==> src/rtl/gate_bist_pkg.sv <==
// Shared types and golden reference for the gate BIST sequencer.
package gate_bist_pkg;

  localparam int unsigned MAX_INPUTS = 8;

  typedef enum logic [2:0] {
    OP_AND  = 3'd0,
    OP_OR   = 3'd1,
    OP_NAND = 3'd2,
    OP_NOR  = 3'd3,
    OP_XOR  = 3'd4,
    OP_XNOR = 3'd5,
    OP_BUF  = 3'd6,
    OP_NOT  = 3'd7
  } op_e;

  typedef enum logic [1:0] {
    ST_IDLE   = 2'd0,
    ST_APPLY  = 2'd1,
    ST_SAMPLE = 2'd2,
    ST_DONE   = 2'd3
  } state_e;

  // Expected gate output for the low n bits of vec; bits at or above n are ignored.
  function automatic logic gate_ref(op_e op, logic [7:0] vec, int n);
    logic all1;
    logic any1;
    logic par;
    all1 = 1'b1;
    any1 = 1'b0;
    par  = 1'b0;
    for (int unsigned i = 0; i < MAX_INPUTS; i++) begin
      if (i < unsigned'(n)) begin
        all1 = all1 & vec[i];
        any1 = any1 | vec[i];
        par  = par ^ vec[i];
      end
    end
    case (op)
      OP_AND:  return all1;
      OP_OR:   return any1;
      OP_NAND: return ~all1;
      OP_NOR:  return ~any1;
      OP_XOR:  return par;
      OP_XNOR: return ~par;
      OP_BUF:  return vec[0];
      OP_NOT:  return ~vec[0];
      default: return 1'b0;
    endcase
  endfunction

endpackage

==> src/rtl/gate_bist_gate_ref_model.sv <==
// Combinational golden model: expected GUT output for a given op and vector.
module gate_ref_model
  import gate_bist_pkg::*;
#(
  parameter int unsigned N_INPUTS = 2
) (
  input  op_e                 op,
  input  logic [N_INPUTS-1:0] vec,
  output logic                exp
);

  logic [7:0] vec8;

  // Zero-extend the vector to the package width and evaluate the reference.
  always_comb begin
    vec8                 = '0;
    vec8[N_INPUTS-1:0]   = vec;
    exp                  = gate_ref(op, vec8, int'(N_INPUTS));
  end

endmodule

==> src/rtl/gate_bist.sv <==
// BIST sequencer: sweeps every input vector onto a gate under test, samples
// its output after a settle delay and accumulates pass/fail results.
module gate_bist
  import gate_bist_pkg::*;
#(
  parameter int unsigned N_INPUTS      = 2,
  parameter int unsigned SETTLE_CYCLES = 1
) (
  input  logic                clk,
  input  logic                rst,
  input  logic                start,
  input  logic [2:0]          op_sel,
  output logic [N_INPUTS-1:0] stim,
  input  logic                dut_out,
  output logic                busy,
  output logic                done,
  output logic                pass,
  output logic [N_INPUTS:0]   err_cnt,
  output logic [N_INPUTS-1:0] first_fail_vec,
  output logic                first_fail_vld
);

  localparam logic [3:0]          SETTLE_LAST = 4'(SETTLE_CYCLES - 1);
  localparam logic [N_INPUTS:0]   ERR_MAX     = {1'b1, {N_INPUTS{1'b0}}};

  state_e                state_q, state_d;
  logic [N_INPUTS-1:0]   stim_q, stim_d;
  logic [3:0]            settle_q, settle_d;
  op_e                   op_q, op_d;
  logic [N_INPUTS:0]     err_q, err_d;
  logic [N_INPUTS-1:0]   ffv_q, ffv_d;
  logic                  ffl_q, ffl_d;
  logic                  exp_bit;

  gate_ref_model #(.N_INPUTS(N_INPUTS)) u_ref (
    .op  (op_q),
    .vec (stim_q),
    .exp (exp_bit)
  );

  // State and result registers; reset aborts any sweep and clears results.
  always_ff @(posedge clk) begin
    if (rst) begin
      state_q  <= ST_IDLE;
      stim_q   <= '0;
      settle_q <= '0;
      op_q     <= OP_AND;
      err_q    <= '0;
      ffv_q    <= '0;
      ffl_q    <= 1'b0;
    end else begin
      state_q  <= state_d;
      stim_q   <= stim_d;
      settle_q <= settle_d;
      op_q     <= op_d;
      err_q    <= err_d;
      ffv_q    <= ffv_d;
      ffl_q    <= ffl_d;
    end
  end

  // Next-state, settle/stim counters and result accumulation.
  always_comb begin
    state_d  = state_q;
    stim_d   = stim_q;
    settle_d = settle_q;
    op_d     = op_q;
    err_d    = err_q;
    ffv_d    = ffv_q;
    ffl_d    = ffl_q;
    case (state_q)
      ST_IDLE, ST_DONE: begin
        if (start) begin
          state_d  = ST_APPLY;
          stim_d   = '0;
          settle_d = '0;
          op_d     = op_e'(op_sel);
          err_d    = '0;
          ffv_d    = '0;
          ffl_d    = 1'b0;
        end
      end
      ST_APPLY: begin
        if (settle_q == SETTLE_LAST) begin
          state_d  = ST_SAMPLE;
          settle_d = '0;
        end else begin
          settle_d = settle_q + 4'd1;
        end
      end
      ST_SAMPLE: begin
        if (dut_out != exp_bit) begin
          if (err_q != ERR_MAX) err_d = err_q + (N_INPUTS+1)'(1);
          if (!ffl_q) begin
            ffv_d = stim_q;
            ffl_d = 1'b1;
          end
        end
        // Last-vector test precedes the increment so stim never wraps.
        if (&stim_q) begin
          state_d = ST_DONE;
        end else begin
          stim_d  = stim_q + N_INPUTS'(1);
          state_d = ST_APPLY;
        end
      end
      default: state_d = ST_IDLE;
    endcase
  end

  assign stim           = stim_q;
  assign busy           = (state_q == ST_APPLY) || (state_q == ST_SAMPLE);
  assign done           = (state_q == ST_DONE);
  assign pass           = done && (err_q == '0);
  assign err_cnt        = err_q;
  assign first_fail_vec = ffv_q;
  assign first_fail_vld = ffl_q;

endmodule

==> config.mk <==
export PLATFORM = sky130hd
export DESIGN_NAME = gate_bist
export DESIGN_NICKNAME = d
export VERILOG_FILES = /design/src/rtl/gate_bist_pkg.sv /design/src/rtl/gate_bist_gate_ref_model.sv /design/src/rtl/gate_bist.sv
export SDC_FILE = /design/constraint.sdc
export NUM_CORES = 1
export LEC_CHECK = 0
export ABC_AREA = 1
export CAP_MARGIN = 20
export CORE_UTILIZATION = 46
export CTS_CLUSTER_SIZE = 24
export DETAILED_ROUTE_END_ITERATION = 7
export PLACE_DENSITY = 0.81
export RECOVER_POWER = 25
export SLEW_MARGIN = 10
export SYNTH_ARGS = -nofsm -noshare
export SYNTH_HDL_FRONTEND = slang
export SYNTH_SLANG_ARGS = --single-unit
==> constraint.sdc <==
create_clock -name clk -period 1.7 [get_ports clk]
set_input_delay 0.255 -clock clk [delete_from_list [all_inputs] [get_ports clk]]
set_output_delay 0.255 -clock clk [all_outputs]
set_load 0.1 [all_outputs]
# Word level (Yosys, flattened, before mapping)
# Index checks and enable logic that the tools add are counted.
classes:
  n_addsub: 3
  muxes: 21
  n_bitwise: 7
  n_reduce_logical: 17
  eq_ne: 18
ops:
  columns: ["op", "n"]
  rows:
  - ["2-bit two-way mux", 7]
  - ["3-bit equality test, second input constant", 4]
  - ["2-bit inequality test, second input constant", 6]
  - ["3-bit two-way mux", 3]
  - ["4-bit two-way mux", 2]
  - ["1-bit case mux with 8 select lines", 1]
  - ["2-bit case mux with 2 select lines", 2]
  - ["4-bit case mux with 2 select lines", 1]
  - ["2-bit AND reduction", 4]
  - ["4-bit AND reduction", 2]
  - ["3-bit by 2-bit equality test with 1-bit output, second input constant", 2]
  - ["3-bit logical NOT", 2]
  - ["2-bit case mux with 3 select lines", 1]
  - ["3-bit case mux with 2 select lines", 1]
  - ["3-bit AND reduction", 2]
  - ["4-bit by 1-bit adder with 4-bit output, second input constant", 1]
  - ["2-bit equality test, second input constant", 2]
  - ["4-bit logical NOT", 1]
  - ["1-bit NOT", 4]
  - ["2-bit nonzero test", 2]
  - ["3-bit by 1-bit adder with 3-bit output, second input constant", 1]
  - ["3-bit by 1-bit equality test with 1-bit output, second input constant", 1]
  - ["3-bit inequality test, second input constant", 1]
  - ["2-bit by 1-bit adder with 2-bit output, second input constant", 1]
  - ["other kinds (11)", 12]
totals:
  ff_bits: 17
  inputBits: 7
  out_inout_bits: 11
  word_cells: 73

# Longest topological paths before layout
# Gate-level depths: netlist of the first run.
depth:
  word_depth: 6
  depth_mapped: 13
  depth_no_buf: 13

# By module
# Synthesis of the first run repeated with hierarchy kept, for this count alone.
unflattened:
  hier_cells: 168
  area_unflattened_um2: 1091.0
modules_own_cells:
  columns: ["module", "cells_each", "area_each_um2", "seq_area_each_um2", "n_inst"]
  rows:
  - ["gate_bist", 142, 968.4, 340.3, 1]
  - ["gate_ref_model", 26, 122.6, 0.0, 1]

# Least setup slack after synthesis of the first run
# Ideal clock, no wire load.
synth_path:
  kind: "register to output"
  from: "register state_q[0]"
  to: "output pass"
  stages_incl_launch_ff: 4
  required_time_ns: 1.445
  n_path_buf: 0
  arrival_ns: 2.583
  setup_slack_ns: -1.138
  path_cell_list: "dfxtp_1 ha_1 nand2_1 nor2_1"
synth_between:
  elab_chain_len: 2
synth_lines:
  columns: ["item", "line_no", "rtl"]
  rows:
  - ["from (decl)", "gate_bist.sv:26", "state_e state_q, state_d;"]
  - ["from (signal assigned)", "gate_bist.sv:52", "state_q <= state_d;"]
  - ["2-bit equality test", "gate_bist.sv:113", "assign done = (state_q == ST_DONE);"]
  - ["named net done", "gate_bist.sv:16", "output logic done,"]
  - ["1-bit logical AND", "gate_bist.sv:114", "assign pass = done && (err_q == '0);"]
  - ["to (decl)", "gate_bist.sv:17", "output logic pass,"]
# The timed path passes the listed nets, and every way through them passes these cells.

# Final worst setup path of the first run
layout_path:
  from: "register err_q[0] (netlist: err_cnt[0])"
  to: "output pass"
layout_between:
  elab_chain_len: 2
layout_lines:
  columns: ["item", "line_no", "rtl"]
  rows:
  - ["from (decl)", "gate_bist.sv:30", "logic [N_INPUTS:0] err_q, err_d;"]
  - ["from (signal assigned)", "gate_bist.sv:56", "err_q <= err_d;"]
  - ["3-bit logical NOT", "gate_bist.sv:114", null]
  - ["1-bit logical AND", "gate_bist.sv:114", null]
# No other way between the ends.

==> reports/metrics.cfg, run 1 <==
[clock_network]
cts_tree=built
clock_sinks=17
path_clk_slew_ns=0.10
cts_buffer_depth=2
root_buffer=clkbuf_4
cts_buffers=3
clk_latency_ns=0.29
hold_buffers=0
h-tree-depth=1

[critical_path]
crit_chain=inv_1 > ha_1 > nand2_1 > nor2_4 > buf_12
critPathRequiredTime_ns=1.44
start_kind=flop
worstSetupPathType=reg2out
worstPathArrival_ns=1.37
end_kind=output pin
slowest_delay_ns=0.36
cp_max_fo=4
critPathSlowestCell=dfxtp_2
rrSetupSlack_ns=0.09
path_buf_inv=2
cpLargestDelayFamily=flip-flops

[final_layout]
fin_nets=187
syn_to_final_growth_pct=37.6
postLayoutCellArea_sq_um=1440
antenna_cells=0
drive_gt1_frac=0.284

[logic_synthesis]
netlist_area_sq_um=1050
yosysUniqueCellTypes=21
yosysSeqAreaShare=0.325
synth_seq_cells=17
syn_nets=161
synth_area_per_cell_sq_um=7.27
synthCells=144
ys_warn_count=0

[floorplanning]
die_y_um=49.7
die_w_um=49.7
start_util=0.513
ioPinCount=18
row_count=16
fp.dieArea_sq_um=2470
core_sq_um=2040

[route]
vias=1019
final_antenna_net_count=0
routed_wl_um=2290
viasPerCell=5.20
dr.first_iter.drc_count=27
avgRoutedWirePerCell_um=11.7
route.detailed.drc=0
dr.pass1.iters=4

[global_routing]
grt_pass1_vias=941
globalRouteOverflowTotal=0
grt_use_total=0.204
grt_pass1_wl_um=3850
antenna_found_initial=0
grt_max_degree=12

[pwr]
p_leak_nw=0.623
powerDensity_nw_per_um2=1360
ir_drop_mv=0.866

[status]
outcome=finished, final reports clean

[worst_hold_path]
hp-class=reg2reg

[placement]
placed_area_sq_um=1430
port-buffer-count=17
gp_congestion=0.866
dp_hpwl_um=1700

[sta]
relSlewSlack=0.637
fin_crit_sh=0.956
finalMaxSlewViolations=0
worstMarginPinSlew_ns=0.548
max_freq_ghz=0.615
hold_viol_final=0
setup_viol=0
fin_tns_setup_ns=0
fin_worst_skew_ns=0.00633
rsz0062_at_grt=yes
min_period_ns=1.62

[run]
maxCapViolCount=0

==> what timing repair did <==
item                       in CTS  in global routing
resized for setup               0                  4
buffers inserted                0                  0
setup endpoints to repair       0                  5
==> where the power goes <==
part | internal [mW] | leakage, nW | switching, mW
Clock | 0.0912 | 0.0150 | 0.120
Sequential | 0.478 | 0.142 | 0.0935
Combinational | 0.402 | 0.467 | 0.774
Total | 0.972 | 0.623 | 0.988
==> worst reg2reg max path: cells and delay by family (launching register included) <==
| family | cells | cell delay, ns |
|---|---|---|
| AOI/OAI and AO/OA | 1 | 0.16 |
| adders and majority gates | 1 | 0.26 |
| buffers and inverters | 2 | 0.10 |
| DFF | 1 | 0.41 |
| and+or+nand+nor | 7 | 0.59 |
==> cell type report <==
type / instances / area [sq um]
Inverter: 23 / 93.8
Sequential cell: 17 / 350
Clock buffer: 4 / 26.3
Multi-Input combinational cell: 103 / 649
Fill cell: 174 / 601
Tap cell: 27 / 33.8
Timing Repair Buffer: 22 / 288
==> synth_stat cells, drive strengths merged <==
cell	instances	area [sq um]
xor2	1	8.76
a21oi	20	104
a211oi	2	15.0
nand4	1	6.26
nand3	13	92.6
or2	1	6.26
a31oi	1	21.3
nand2	30	120
nor2	15	58.8
dfxtp	17	340
ha	10	125
inv	23	86.3
o21ai	8	40.0
buf	2	22.5
==> cells in the final DEF, fill, tap and decap left out <==
cell              n
xor2_1            1
a21oi_1          18
dfxtp_1          13
inv_6             1
clkbuf_4          3
nand3_2           4
nand3_1           9
buf_12            9
nand2_1          26
a211oi_1          2
o21ai_0           5
inv_4             1
buf_4             5
or2_1             1
dfxtp_2           2
clkdlybuf4s50_1   6
nor2_2            1
a31oi_4           1
nor2_4            1
dfxtp_4           2
nand4_1           1
o21ai_1           3
nand2_2           4
nand3_4           1
clkbuf_2          2
ha_1              7
a21oi_2           2
nor2_1           13
inv_2             6
clkbuf_1          1
ha_4              2
ha_2              1
inv_1            15
==> state kept, by name, summed over array words and instances (netlist names) <==
name            flops
stim                2
err_cnt             3
settle_q            4
op_q                3
first_fail_vld      1
first_fail_vec      2
state_q             2
==> cell families (layout without fill, tap and decap cells) <==
group | after synthesis | after routing | share of synthesized area
flip-flops | 17 | 17 | 0.325
AND/OR/NAND/NOR | 60 | 61 | 0.271
AO/OA/AOI/OAI | 31 | 31 | 0.172
adder cells (fa/ha/maj) | 10 | 10 | 0.119
XOR/XNOR | 1 | 1 | 0.00836
buffers and inverters | 25 | 49 | 0.104
==> final timing paths <==
check / start / endpoint / depth (start not counted)
worst max-delay path: err_cnt[0]$_SDFFE_PP0P_ / pass / 5
worst max register to register: stim[0]$_SDFFE_PP0P_ / first_fail_vec[1]$_SDFFE_PP0P_ / 11
worst min-delay path: settle_q[3]$_SDFFE_PP0P_ / settle_q[3]$_SDFFE_PP0P_ / 2
worst min register to register: settle_q[3]$_SDFFE_PP0P_ / settle_q[3]$_SDFFE_PP0P_ / 2
==> through the flow <==
stage | cells | utilization | worst slack, ns | hold WS, ns | power [mW]
after global placement | 191 | 0.698 | 0.145 | 0.461 | 1.74
after CTS | 195 | 0.711 | 0.0621 | 0.487 | 1.98
after detailed placement | 191 | 0.698 | 0.0728 | 0.473 | 1.77
after floorplan | 144 | - | 0.00926 | 0.324 | 1.40
after global routing | 196 | 0.706 | -0.00745 | 0.528 | 2.10
final | 196 | 0.706 | 0.0752 | 0.483 | 1.96
==> layer usage <==
metal  wire length, um  vias to the layer above  GRT usage
met5                 0                        -          0
met3                96                        4     0.0309
met4                46                        0      0.124
li1                  -                      521          -
met1              1050                      467      0.235
met2              1090                       27      0.351
Power figures use the tool's default switching activity.
==> run 2, diff against run 1 <==
Settings changed: CORE_UTILIZATION 46 to 47, PLACE_DENSITY 0.81 to 0.82, SYNTH_HIERARCHICAL set to 1.
==> run 2 against run 1 <==
Non-clock buffer count up 3. Largest cell class unchanged. Routed wire length grew 26%. Die area is 1.9% higher. Critical path depth rose by 6. Synthesized cell count up 17%.
==> reports/metrics.cfg, run 2 <==
[status]
outcome=finished, final reports clean

[floorplanning]
row_count=17
start_util=0.498
core_sq_um=2190
die_w_um=50.2
die_y_um=50.2
fp.dieArea_sq_um=2520
ioPinCount=18

[logic_synthesis]
synth_top_family_by_area=simple AND/OR/NAND/NOR gates
yosysUniqueCellTypes=19
synth-async-reset-ratio=0
synth_area_per_cell_sq_um=6.49
synthAdderAreaFrac=0.138
synth_xor_area_frac=0.00803
netlist_area_sq_um=1090
syn_nets=187
yosys-mux-area-fraction=0
ys_warn_count=6
synth_top_area_cell=dfxtp_1
yosysMostFrequentCell=nand2_1
synth-compound-area-share=0.0883
synthSimpleGateAreaFrac=0.353
yosysTopAreaCellShare=0.312
ys_top_cells_by_count=nand2_1, inv_1, nand3_1, nor2_1, dfxtp_1
netlist_top_cells_area=dfxtp_1, nand2_1, ha_1, nand3_1, inv_1
synth_top_flop_cell=dfxtp_1
synthCells=168
synth_seq_cells=17
yosysSeqAreaShare=0.312
synth_edf_count=0

[sta]
finalMaxSlewViolations=0
worstMarginPinSlew_ns=0.307
hold_viol_final=0
fin_crit_sh=0.979
fin_tns_setup_ns=0
min_period_ns=1.66
rsz0062_at_grt=yes
relSlewSlack=0.795
fin_worst_skew_ns=0.00252
setup_viol=0
max_freq_ghz=0.601

[clock_network]
clock_sinks=17
cts_tree=built
h-tree-depth=1
clk_latency_ns=0.29
cts_buffer_depth=2
root_buffer=clkbuf_4
cts_buffers=3
path_clk_slew_ns=0.10

[pwr]
power_mw=2.02
p_leak_nw=0.726
powerDensity_nw_per_um2=1240
ir_drop_mv=0.968

[final_layout]
regMostFlops=settle_q
syn_to_final_growth_pct=48.7
nFillCells=153
drive_gt1_frac=0.274
multi_input_area_sq_um=762
antenna_cells=0
layout_commonest_cell=nand2_1
fin_nets=217
layout_common_cells=nand2_1, inv_1, nor2_1
largest_register_ffs=4
postLayoutCellArea_sq_um=1620
register_area_sq_um=349
fin_util=0.741
fin_cells=225

[placement]
gp_congestion=0.781
dp_cells=218
port-buffer-count=17
dp_hpwl_um=2120
placed_area_sq_um=1510

[route]
route.detailed.drc=0
dr.pass1.iters=4
vias=1145
routed_wl_um=2880
final_antenna_net_count=0
viasPerCell=5.09
dr.first_iter.drc_count=32
avgRoutedWirePerCell_um=12.8

[critical_path]
worstSetupPathType=reg2reg
critPathSlowestCell=dfxtp_4
end_kind=flop
cp_max_fo=6
crit_cells=11
critPathRequiredTime_ns=1.90
crit_start=stim[0]$_SDFFE_PP0P_
path_buf_inv=2
r2r-start=stim[0]$_SDFFE_PP0P_
cpLargestDelayFamily=simple AND/OR/NAND/NOR gates
endpoint=err_cnt[2]$_SDFFE_PP0P_
crit_chain=inv_4 > ha_4 > nand2_1 > nand3_1 > nand3_2 > nand2_2 > inv_2 > nand2_2 > nand3_4 > a31oi_1 > nor2_1
cp_common_cell=nand2_2
rr_endpoint=err_cnt[2]$_SDFFE_PP0P_
start_kind=flop
worstPathArrival_ns=1.86
rrSetupSlack_ns=0.04
r2r_cells=11
slowest_delay_ns=0.41

[global_routing]
grt_pass1_wl_um=4520
antenna_found_initial=0
globalRouteOverflowTotal=0
grt_max_degree=12
grt_pass1_vias=1103
grt_use_total=0.236

[run]
maxCapViolCount=0

[worst_hold_path]
hp-class=reg2reg

==> run 2: per-layer routing <==
| layer | part of all wire | track usage | up-vias |
|---|---|---|---|
| met5 | 0 | 0 | - |
| met4 | 0.017 | 0.105 | 0 |
| met3 | 0.045 | 0.0333 | 7 |
| met2 | 0.55 | 0.440 | 42 |
| met1 | 0.39 | 0.260 | 511 |
| li1 | - | - | 585 |
==> run 2: metrics by stage <==
stage | setup WS (ns) | hold slack (ns)
3_5_place_dp | -0.0552 | 0.508
2_1_floorplan | -0.0525 | 0.314
6_report | 0.0361 | 0.527
4_1_cts | 0.00763 | 0.522
5_1_grt | -0.0505 | 0.540
3_3_place_gp | 0.0616 | 0.498
==> run 2: worst min-delay path by stage <==
stage	slack [ns]	from	depth (start not counted)	to
5_1_grt	0.54	err_cnt[0]$_SDFFE_PP0P_	2	err_cnt[0]$_SDFFE_PP0P_
3_3_place_gp	0.50	err_cnt[0]$_SDFFE_PP0P_	2	err_cnt[0]$_SDFFE_PP0P_
2_1_floorplan	0.31	rst	1	stim[0]$_SDFFE_PP0P_
3_5_place_dp	0.51	err_cnt[0]$_SDFFE_PP0P_	2	err_cnt[0]$_SDFFE_PP0P_
4_1_cts	0.52	state_q[0]$_SDFFE_PP0P_	2	state_q[0]$_SDFFE_PP0P_
6_report	0.53	state_q[0]$_SDFFE_PP0P_	2	state_q[0]$_SDFFE_PP0P_
==> run 2: cell type report <==
| class | count | share of cell area |
|---|---|---|
| clock buffer | 4 | 0.0162 |
| inverter | 28 | 0.0678 |
| multi-input combinational | 123 | 0.470 |
| sequential | 17 | 0.215 |
| tap | 28 | 0.0216 |
| timing repair buffer | 25 | 0.210 |
==> run 2: worst register-to-register path, delay by kind of cell (launching register included) <==
kind                       cells  cell delay [ns]
AOI/OAI and AO/OA              1             0.20
adders and majority gates      1             0.26
buffers and inverters          2             0.09
DFF                            1             0.41
and+or+nand+nor                7             0.59
==> run 2: logic make-up after synthesis <==
logic type,count (synthesis)
AOI/OAI and AO/OA,18
buffers and inverters,29
xor gates and xnor gates,1
adders and majority gates,12
DFF,17
and+or+nand+nor,91
==> run 2: timing repair <==
| item | in CTS | in global routing |
|---|---|---|
| setup endpoints to repair | 6 | 9 |
| hold buffers | 0 | 0 |
| cloned | 0 | 1 |
| pin swaps | 0 | 7 |
| setup buffers | 0 | 2 |
| resized for setup | 1 | 14 |
==> run 2: where the power goes <==
part | total, mW | leakage [nW] | internal (mW) | switching (mW)
logic | 1.25 | 0.570 | 0.451 | 0.794
registers | 0.550 | 0.141 | 0.465 | 0.0847
clock network | 0.225 | 0.0150 | 0.0914 | 0.134
total | 2.02 | 0.726 | 1.01 | 1.01
==> edit, RTL diff (settings of run 2) <==
`N_INPUTS` is set to 2 in 2 places; all go to 1.
--- a/src/rtl/gate_bist_gate_ref_model.sv
+++ b/src/rtl/gate_bist_gate_ref_model.sv
@@ -4,3 +4,3 @@
 #(
-  parameter int unsigned N_INPUTS = 2
+  parameter int unsigned N_INPUTS = 1
 ) (
--- a/src/rtl/gate_bist.sv
+++ b/src/rtl/gate_bist.sv
@@ -5,3 +5,3 @@
 #(
-  parameter int unsigned N_INPUTS      = 2,
+  parameter int unsigned N_INPUTS      = 1,
   parameter int unsigned SETTLE_CYCLES = 1
Interface: changed (resized err_cnt, first_fail_vec and stim); port bits go from 18 to 15. No check against the original RTL was run, so the function may have changed too.
==> edit against run 2 <==
Sequential cell count is 3 lower; die area down 20%; register-to-register slack better by 0.13 ns; core utilization fell by 10 points; cell area shrank 32%; setup slack improved by 0.070 ns; area after synthesis shrank 21%; routed wire length fell by 35%; critical path type is now reg -> out.
Power is not compared: it rests on default switching activity, and its combinational part moved more than twofold at a synthesized area within 25%.
==> edit: results (changes against run 2) <==
Proportion of layout cells with a drive suffix above 1: 16.0% (was 27.4%). The tools report the global-route wire length before repair as 3140 µm (was 4520 µm). The cell area after layout is 1110 µm² (was 1620 µm²), and the number of detailed-route iterations in the first pass is 4 (unchanged).

Initial antenna violation count: 0 (unchanged). The clock insertion delay at the later pin of the skew report was 0.27 ns (was 0.29 ns). The top flip-flop cell by instance count after synthesis is dfxtp_1 (unchanged).

For the net count of the mapped netlist, the log shows 147 (was 187). Number of warnings printed during yosys synthesis: 6 (unchanged). The peak supply drop came out at 0.494 mV. The run gives 0 (unchanged) as the max capacitance violation total. Cell internal power was estimated by the tool at 0.576 mW. Kind of cell with the highest combined delay on the critical path: adder cells (was simple AND/OR/NAND/NOR gates). The CTS H-tree depth was 1 (unchanged); the worst setup slack before clock tree synthesis was 0.141 ns (was -0.0552 ns).

The largest registers in the layout are settle_q x4, op_q x3. The cell with the biggest individual delay on the critical path is ha_2 (was dfxtp_4). The detailed-route wire length per cell was 10.7 µm (was 12.8 µm). The tools report the quantity of hold-fixing buffers added after cts as 0 (unchanged).

The number of distinct library cell variants in the gate-level netlist after synthesis was 14 (was 19). The run finished with clean final reports. The mean cell area of the mapped netlist came out at 6.59 µm² (was 6.49 µm²). The transition at the pin with the smallest max-transition slack came out at 0.543 ns (was 0.307 ns). The run gives 34 (was 32) as the starting DRC count in detailed routing. The run gives 171 (was 218) as the cell count after placement. The run gives 32.5% (was 31.2%) as the proportion of synthesized chip area in sequential cells. The final setup violation count is 0 (unchanged). The run gives 2 (unchanged) as the number of buffers on the longest clock path. Most frequent cells after synthesis: nand2_1, inv_1, dfxtp_1, nor2_1, nand3_1 (was nand2_1, inv_1, nand3_1, nor2_1, dfxtp_1). The number of port buffers is 14 (was 17).

The pin count of the biggest net entering global routing is 9 (was 12). The arrival time at the worst endpoint came out at 1.34 ns (was 1.86 ns). Sum of routed wire length over all layers: 1880 µm (was 2880 µm). The final RePlAce weighted congestion was 0.858 (was 0.781). The number of CTS-inserted buffers is 3 (unchanged). The global-route total usage across every layer is 21.3% (was 23.6%).

The average vias per placed instance is 4.94 (was 5.09). The number of global-route vias before repair is 783 (was 1103), and the worst clock skew is 0.00496 ns (was 0.00252 ns). The peak per-stage delay on the critical path is 0.39 ns (was 0.41 ns). The HPWL after detailed placement came out at 1450 µm (was 2120 µm). The share of flip-flops with an asynchronous set or reset works out to 0% (unchanged).

Cells taking the most area after synthesis: dfxtp_1, nand2_1, ha_1, inv_1, nand3_1 (was dfxtp_1, nand2_1, ha_1, nand3_1, inv_1). The clock-pin slew on the worst setup and hold paths was 0.08 ns (was 0.10 ns); the placed cell area was 1140 µm² (was 1510 µm²). The type of the most critical hold path was reg -> reg (unchanged). The run gives 0 (unchanged) as the count of inserted antenna diode cells. The clock root buffer was clkbuf_4 (unchanged).

The analysis attributes to cell leakage a power of 0.495 nW. The top fanout value on the critical path is 5 (was 6).
edit: cell types whose count changed after synthesis, sizes merged, moves of 4 or more:
cell,change
nand3,-7
nor2,-5
nand4,+5
nand2,-11
a21oi,-4
edit: power groups by stage:
stage	clock network, mW	registers (mW)	logic [mW]
2_1_floorplan	0	0.446	0.247
3_3_place_gp	0	0.386	0.431
3_5_place_dp	0	0.387	0.444
4_1_cts	0.198	0.380	0.449
5_1_grt	0.214	0.381	0.459
6_report	0.192	0.376	0.425
edit: logic make-up after synthesis:
group / synth area share, %
adders and majority gates: 13.0
and+or+nand+nor: 36.5
buffers and inverters: 10.4
DFF: 32.5
AOI/OAI and AO/OA: 7.53
edit: final cells by class:
class / instances / area [µm²]
fill: 154 / 621
tap: 25 / 31.3
sequential: 14 / 287
multi-input combinational: 93 / 498
inverter: 24 / 96.3
timing repair buffer: 15 / 168
clock buffer: 4 / 26.3
edit: final timing paths:
check | start | to | slack [ns] | cells after the start
max | state_q[0]$_SDFFE_PP0P_ | busy | 0.11 | 4
min | settle_q[1]$_SDFFE_PP0P_ | settle_q[1]$_SDFFE_PP0P_ | 0.50 | 2
max reg2reg | state_q[1]$_SDFFE_PP0P_ | settle_q[3]$_SDFFE_PP0P_ | 0.17 | 8
min reg2reg | settle_q[1]$_SDFFE_PP0P_ | settle_q[1]$_SDFFE_PP0P_ | 0.50 | 2
edit: routing by layer:
| layer | part of all wire (%) | GRT usage [%] | vias up | wire length, µm |
|---|---|---|---|---|
| met1 | 43 | 25.6 | 379 | 808 |
| met3 | 6.5 | 4.80 | 4 | 123 |
| met4 | 1.1 | 12.1 | 0 | 21 |
| met5 | 0 | 0 | - | 0 |
| met2 | 49 | 35.0 | 33 | 925 |
| li1 | - | - | 449 | - |
edit: repair_timing:
action,in CTS,in global routing
setup buffers,0,0
resized for setup,1,1
gates cloned,0,0
endpoints found under the setup margin,1,1
edit: worst register-to-register path: cells and delay by family, from the launching register on:
kind                     cells  cell delay [ns]
AND/OR/NAND/NOR              6             0.63
flip-flops                   1             0.43
buffers and inverters        1             0.09
adder cells (fa/ha/maj)      1             0.26
